`src/rtl/ifu_fetch_if.sv`:
```
// Bundle of every handshake and data signal between the instruction-fetch
// sequencer and its surroundings (instruction memory, redirect source, IF/ID).
//
// Handshake rule for every valid/ready pair in this bundle:
// a transfer happens on a rising clk edge where both valid and ready are 1.
// Valid may depend combinationally on inputs such as redirect_valid.
// Once a producer raises valid it keeps valid and its payload stable until the
// transfer happens. The one exception is a redirect, which may withdraw an
// unaccepted fetch request.
interface ifu_fetch_if #(
  parameter int XLEN = 32
);
  // redirect from later pipeline stages
  logic            redirect_valid;
  logic [XLEN-1:0] redirect_pc;
  // instruction memory request channel
  logic            imem_req_valid;
  logic            imem_req_ready;
  logic [XLEN-1:0] imem_req_addr;
  // instruction memory response channel
  logic            imem_rsp_valid;
  logic [XLEN-1:0] imem_rsp_data;
  logic            imem_rsp_ready;
  // IF/ID side
  logic            id_ready;
  logic            if_valid;
  logic [XLEN-1:0] if_inst;
  logic [XLEN-1:0] if_pc;
  logic [31:0]     fetch_cnt;
  // current sequencer state, for observation only
  logic [2:0]      dbg_state;

  // the fetch sequencer side
  modport master (
    input  redirect_valid, redirect_pc,
    input  imem_req_ready, imem_rsp_valid, imem_rsp_data, id_ready,
    output imem_req_valid, imem_req_addr, imem_rsp_ready,
    output if_valid, if_inst, if_pc, fetch_cnt, dbg_state
  );

  // memory, redirect source and IF/ID register side
  modport slave (
    output redirect_valid, redirect_pc,
    output imem_req_ready, imem_rsp_valid, imem_rsp_data, id_ready,
    input  imem_req_valid, imem_req_addr, imem_rsp_ready,
    input  if_valid, if_inst, if_pc, fetch_cnt, dbg_state
  );
endinterface

```
`src/rtl/ifu_fetch_ctrl.sv`:
```
// Instruction-fetch sequencer. It owns the fetch PC and keeps at most one
// memory request outstanding. It hands fetched words to IF/ID and applies
// redirects. A response that belongs to a request issued before a redirect
// is consumed and thrown away, so it never reaches IF/ID.
module ifu_fetch_ctrl #(
  parameter int              XLEN     = 32,
  parameter logic [XLEN-1:0] START_PC = 32'h8000_0000
) (
  input logic         clk,
  input logic         rst,
  ifu_fetch_if.master bus
);

  localparam logic [2:0] S_IDLE = 3'd0;
  localparam logic [2:0] S_REQ  = 3'd1;
  localparam logic [2:0] S_WAIT = 3'd2;
  localparam logic [2:0] S_DROP = 3'd3;
  localparam logic [2:0] S_HOLD = 3'd4;

  logic [2:0]      state_q,     state_d;
  logic [XLEN-1:0] fetch_pc_q,  fetch_pc_d;
  logic            if_valid_q,  if_valid_d;
  logic [XLEN-1:0] if_inst_q,   if_inst_d;
  logic [XLEN-1:0] if_pc_q,     if_pc_d;
  logic [31:0]     fetch_cnt_q, fetch_cnt_d;

  logic [XLEN-1:0] redirect_target;
  logic            req_fire;
  logic            unused_redirect_lsbs;

  // Redirect targets are word aligned. The two low bits are simply dropped.
  assign redirect_target      = {bus.redirect_pc[XLEN-1:2], 2'b00};
  assign unused_redirect_lsbs = ^bus.redirect_pc[1:0];

  // A redirect withdraws the request in the same cycle, so a request never
  // fires for a PC that is about to be replaced.
  assign bus.imem_req_valid = (state_q == S_REQ) && !bus.redirect_valid;
  assign bus.imem_req_addr  = fetch_pc_q;
  assign bus.imem_rsp_ready = (state_q == S_WAIT) || (state_q == S_DROP);
  assign req_fire           = bus.imem_req_valid && bus.imem_req_ready;

  assign bus.if_valid  = if_valid_q;
  assign bus.if_inst   = if_inst_q;
  assign bus.if_pc     = if_pc_q;
  assign bus.fetch_cnt = fetch_cnt_q;
  assign bus.dbg_state = state_q;

  // Next-state logic: sequencing, PC update, redirect handling and delivery.
  // In WAIT and DROP, imem_rsp_ready is 1, so imem_rsp_valid alone means the
  // response is consumed this cycle.
  always_comb begin
    state_d     = state_q;
    fetch_pc_d  = fetch_pc_q;
    if_valid_d  = if_valid_q;
    if_inst_d   = if_inst_q;
    if_pc_d     = if_pc_q;
    fetch_cnt_d = fetch_cnt_q;
    case (state_q)
      S_IDLE: begin
        state_d = S_REQ;
        if (bus.redirect_valid) begin
          fetch_pc_d = redirect_target;
        end
      end
      S_REQ: begin
        if (bus.redirect_valid) begin
          fetch_pc_d = redirect_target;
        end else if (req_fire) begin
          state_d = S_WAIT;
        end
      end
      S_WAIT: begin
        if (bus.redirect_valid) begin
          // The outstanding request is now stale. If its response is here it
          // is discarded now. Otherwise DROP waits for it and discards it.
          fetch_pc_d = redirect_target;
          state_d    = bus.imem_rsp_valid ? S_REQ : S_DROP;
        end else if (bus.imem_rsp_valid) begin
          if_inst_d  = bus.imem_rsp_data;
          if_pc_d    = fetch_pc_q;
          if_valid_d = 1'b1;
          fetch_pc_d = fetch_pc_q + XLEN'(4);
          state_d    = S_HOLD;
        end
      end
      S_DROP: begin
        if (bus.redirect_valid) begin
          fetch_pc_d = redirect_target;
        end
        if (bus.imem_rsp_valid) begin
          state_d = S_REQ;
        end
      end
      S_HOLD: begin
        if (bus.redirect_valid) begin
          // The held instruction is on the wrong path. Kill it without
          // counting it as delivered.
          if_valid_d = 1'b0;
          fetch_pc_d = redirect_target;
          state_d    = S_REQ;
        end else if (bus.id_ready) begin
          if_valid_d  = 1'b0;
          fetch_cnt_d = fetch_cnt_q + 32'd1;
          state_d     = S_REQ;
        end
      end
      default: begin
        state_d = S_IDLE;
      end
    endcase
  end

  // State and datapath registers with synchronous active-high reset.
  always_ff @(posedge clk) begin
    if (rst) begin
      state_q     <= S_IDLE;
      fetch_pc_q  <= START_PC;
      if_valid_q  <= 1'b0;
      if_inst_q   <= '0;
      if_pc_q     <= '0;
      fetch_cnt_q <= '0;
    end else begin
      state_q     <= state_d;
      fetch_pc_q  <= fetch_pc_d;
      if_valid_q  <= if_valid_d;
      if_inst_q   <= if_inst_d;
      if_pc_q     <= if_pc_d;
      fetch_cnt_q <= fetch_cnt_d;
    end
  end

endmodule

```
`src/flat_wrapper.sv`:
```
// flat-port wrapper written by rule: the top's interface ports become plain ports
module ifu_fetch_ctrl_flat 
#(
  parameter int              XLEN     = 32,
  parameter logic [XLEN-1:0] START_PC = 32'h8000_0000
)
  (clk, rst, bus_redirect_valid, bus_redirect_pc, bus_imem_req_ready, bus_imem_rsp_valid, bus_imem_rsp_data, bus_id_ready, bus_imem_req_valid, bus_imem_req_addr, bus_imem_rsp_ready, bus_if_valid, bus_if_inst, bus_if_pc, bus_fetch_cnt, bus_dbg_state);
  ifu_fetch_if #(.XLEN(XLEN)) bus_i ();
  input logic clk;
  input logic rst;
  input wire logic [$bits(bus_i.redirect_valid)-1:0] bus_redirect_valid;
  input wire logic [$bits(bus_i.redirect_pc)-1:0] bus_redirect_pc;
  input wire logic [$bits(bus_i.imem_req_ready)-1:0] bus_imem_req_ready;
  input wire logic [$bits(bus_i.imem_rsp_valid)-1:0] bus_imem_rsp_valid;
  input wire logic [$bits(bus_i.imem_rsp_data)-1:0] bus_imem_rsp_data;
  input wire logic [$bits(bus_i.id_ready)-1:0] bus_id_ready;
  output wire logic [$bits(bus_i.imem_req_valid)-1:0] bus_imem_req_valid;
  output wire logic [$bits(bus_i.imem_req_addr)-1:0] bus_imem_req_addr;
  output wire logic [$bits(bus_i.imem_rsp_ready)-1:0] bus_imem_rsp_ready;
  output wire logic [$bits(bus_i.if_valid)-1:0] bus_if_valid;
  output wire logic [$bits(bus_i.if_inst)-1:0] bus_if_inst;
  output wire logic [$bits(bus_i.if_pc)-1:0] bus_if_pc;
  output wire logic [$bits(bus_i.fetch_cnt)-1:0] bus_fetch_cnt;
  output wire logic [$bits(bus_i.dbg_state)-1:0] bus_dbg_state;
  assign bus_i.redirect_valid = bus_redirect_valid;
  assign bus_i.redirect_pc = bus_redirect_pc;
  assign bus_i.imem_req_ready = bus_imem_req_ready;
  assign bus_i.imem_rsp_valid = bus_imem_rsp_valid;
  assign bus_i.imem_rsp_data = bus_imem_rsp_data;
  assign bus_i.id_ready = bus_id_ready;
  assign bus_imem_req_valid = bus_i.imem_req_valid;
  assign bus_imem_req_addr = bus_i.imem_req_addr;
  assign bus_imem_rsp_ready = bus_i.imem_rsp_ready;
  assign bus_if_valid = bus_i.if_valid;
  assign bus_if_inst = bus_i.if_inst;
  assign bus_if_pc = bus_i.if_pc;
  assign bus_fetch_cnt = bus_i.fetch_cnt;
  assign bus_dbg_state = bus_i.dbg_state;
  ifu_fetch_ctrl #(.XLEN(XLEN), .START_PC(START_PC)) u_core (.clk(clk), .rst(rst), .bus(bus_i));
endmodule
```
`config.mk`:
```
export PLATFORM = sky130hd
export DESIGN_NAME = ifu_fetch_ctrl_flat
export DESIGN_NICKNAME = d
export VERILOG_FILES = /design/src/rtl/ifu_fetch_if.sv /design/src/rtl/ifu_fetch_ctrl.sv /design/src/flat_wrapper.sv
export SDC_FILE = /design/constraint.sdc
export NUM_CORES = 1
export LEC_CHECK = 0
export ABC_AREA = 1
export BUFFER_PORTS_ARGS = -buffer_cell sky130_fd_sc_hd__buf_2
export CAP_MARGIN = 20
export CORE_ASPECT_RATIO = 0.8
export CORE_UTILIZATION = 30
export CTS_CLUSTER_SIZE = 16
export DETAILED_ROUTE_END_ITERATION = 6
export SLEW_MARGIN = 15
export SYNTH_ARGS = -nofsm -noshare
export SYNTH_HDL_FRONTEND = slang
export SYNTH_SLANG_ARGS = --single-unit
```
`constraint.sdc`:
```
create_clock -name clk -period 1.4 [get_ports clk]
set_input_delay 0.07 -clock clk [delete_from_list [all_inputs] [get_ports clk]]
set_output_delay 0.07 -clock clk [all_outputs]
set_load 0.02 [all_outputs]
```
==> reports/results.ini <==
[finish]
final_core_util_pct=54.3
postLayoutCellArea_um2=11300
final_common_cell=nand2_1
antenna_cells=0
layout.nets=1473
area_delta_synth_final_pct=75.4
nFillCells=1957
drive_gt1_share_pct=47.2
layout_common_cells=nand2_1 (202), buf_2 (196), nor2_1 (165)

[route]
vias=8139
drtAntennaViolNets=0
routedWlPerCell_um=15.7
drtPass1Iterations=7
post_drt_via_cell_ratio=4.84
finalWirelength_um=26500
drtIter0Drc=644
remaining_drc_errors=10

[place]
io_buffer_count=197
dp_hpwl_um=17300
place_area_um2=8950
place_congestion=0.902

[min_path]
hold_path_class=in -> reg

[setup_path]
path_class=reg -> reg
crit_path_start_kind=register
arrival_ns=1.85
worst_setup_path_end_kind=register
crit_fanout=5
worstPathRequired_ns=1.72

[global_routing]
grt_usage_pct=21.7
grt_pass1_vias=7165
grt_max_degree=55
grt-ovfl-total=0
antenna_found_initial=0
grt_pass1_wl_um=37600

[timing]
fin_ws_ns=-0.131
tns_ns=-4.39
drv_slew=0
final-hold-violation-count=0
post-route-period-util_pct=109
fmax_mhz=653
finClkSkew_ns=0.0163
final-setup-viol-count=72
rsz0062_at_grt=true
finalCriticalPeriod_ns=1.53

[clock_tree]
cts-root-buf=clkbuf_16
cts_buffers=17
insertion_delay_ns=0.43
clock_sinks=128
cts_tree=built
cts_max_level=4
clk_pin_slew_ns=0.07
cts.path.max_buffers=2

[synthesis]
yosysUniqueCellTypes=41
ys_warn_count=0
synth_area_um2=6460
ys_ff_latch=128
avgSynthCellArea_um2=6.47
ys_async_sr_fraction_pct=0
synthCells=998
synth_edf_count=0
ys.flop_type=dfxtp_1
synth_sequential_area_ratio_pct=39.7

[floorplanning]
core_um2=20900
pin_count=204
die_area_um2=22100
fp-row-count=47
die_width_um=166
initial_core_util_pct=30.9
dieHeight_um=133

[pwr]
powerDensity_nw_per_um2=1420
seqPwrFrac_pct=29.4
ir_worst_vdd_mv=0.652
intPower_w=0.00986
p_leak_nw=5.10
power.total_w=0.0161
p_comb_share_pct=43.1
switchingPower_w=0.00627
switching_share_pct=38.9
pwr-share-clk_pct=27.4

[status]
outcome=complete, but fails checks
violations=design-rule violations, negative setup slack

[job]
cap_violations=0

## per-layer routing
metal	vias up	track usage [%]	wire [um]
met5	-	0	0
met4	0	4.98	430
met1	3785	30.6	12200
met3	32	5.23	1950
met2	311	33.0	11900
li1	4011	-	-
## final cells by class
class | count | area [um2] | area share [%]
inverter | 71 | 287 | 2.53
multi-input combinational | 759 | 4200 | 37.1
clock inverter | 13 | 128 | 1.13
timing repair buffer | 424 | 3290 | 29.0
sequential | 128 | 2650 | 23.4
tap | 269 | 337 | 2.97
clock buffer | 18 | 439 | 3.88
## flip-flops by register name, summed over array words and instances (netlist names)
register	cells
u_core.bus.dbg_state	3
u_core.bus.fetch_cnt	32
u_core.bus.if_inst	32
u_core.bus.if_pc	30
u_core.bus.if_valid	1
u_core.bus.imem_req_addr	30
## per-stage QoR
stage / cells / setup slack [ns] / hold WS (ns)
6_report: 1682 / -0.131 / 0.0162
5_1_grt: 1682 / -0.224 / 0.0306
4_1_cts: 1660 / -0.0948 / 0.0106
2_1_floorplan: 1001 / -0.134 / 0.205
3_3_place_gp: 1578 / -0.118 / 0.291
3_5_place_dp: 1578 / -0.141 / 0.299
## critical path, stage by stage, from the launching register on
cell	delay (ns)
dfxtp_4	0.39
nor2_4	0.18
nand2_4	0.09
nor2_8	0.17
nand2_4	0.09
nor2_4	0.16
nand3_4	0.11
nor2_4	0.10
nand2_1	0.05
nand2_1	0.05
nor2_1	0.04
## synth_stat cells, types with 6 or more instances
cell type | count | area (um2)
a21oi_1 | 73 | 365
buf_2 | 7 | 35.0
buf_6 | 7 | 78.8
clkbuf_1 | 22 | 82.6
dfxtp_1 | 128 | 2560
inv_1 | 64 | 240
inv_2 | 7 | 26.3
nand2_1 | 233 | 875
nand3_1 | 44 | 220
nand3b_1 | 6 | 45.0
nand4_1 | 10 | 62.6
nor2_1 | 244 | 916
nor2_2 | 6 | 37.5
o21ai_0 | 93 | 465
## cell families after synthesis
group | synth area share, %
other | 0.0581
buffers and inverters | 7.87
AO/OA/AOI/OAI | 14.8
XOR/XNOR | 0.678
AND/OR/NAND/NOR | 36.5
flip-flops | 39.7
adder cells (fa/ha/maj) | 0.388
## power groups by stage
| stage | Combinational [W] | Clock [W] | Sequential, W |
|---|---|---|---|
| 2_1_floorplan | 0.00223 | 0 | 0.00544 |
| 3_3_place_gp | 0.00520 | 0 | 0.00473 |
| 3_5_place_dp | 0.00522 | 0 | 0.00473 |
| 4_1_cts | 0.00592 | 0.00450 | 0.00468 |
| 5_1_grt | 0.00738 | 0.00465 | 0.00482 |
| 6_report | 0.00696 | 0.00443 | 0.00475 |
## worst paths after layout
path	slack [ns]	start	to	cells past startpoint
worst max register to register	-0.13	u_core.bus.dbg_state[0]	u_core.bus.fetch_cnt[25]	10
worst max-delay path	-0.13	u_core.bus.dbg_state[0]	u_core.bus.fetch_cnt[25]	10
worst min register to register	0.47	u_core.bus.fetch_cnt[2]	u_core.bus.fetch_cnt[2]	1
worst min-delay path	0.02	bus_redirect_pc[24]	u_core.bus.imem_req_addr[24]	5
## repair_timing
item                                   4_1_cts  5_1_grt
cloned                                       2       13
resized for setup                           79      239
pin swaps                                   27       97
setup buffers                               13       14
setup endpoints to repair                  114      121
endpoints found under the hold margin       36        0
hold buffers                                36        0
Power figures use the tool's default switching activity.
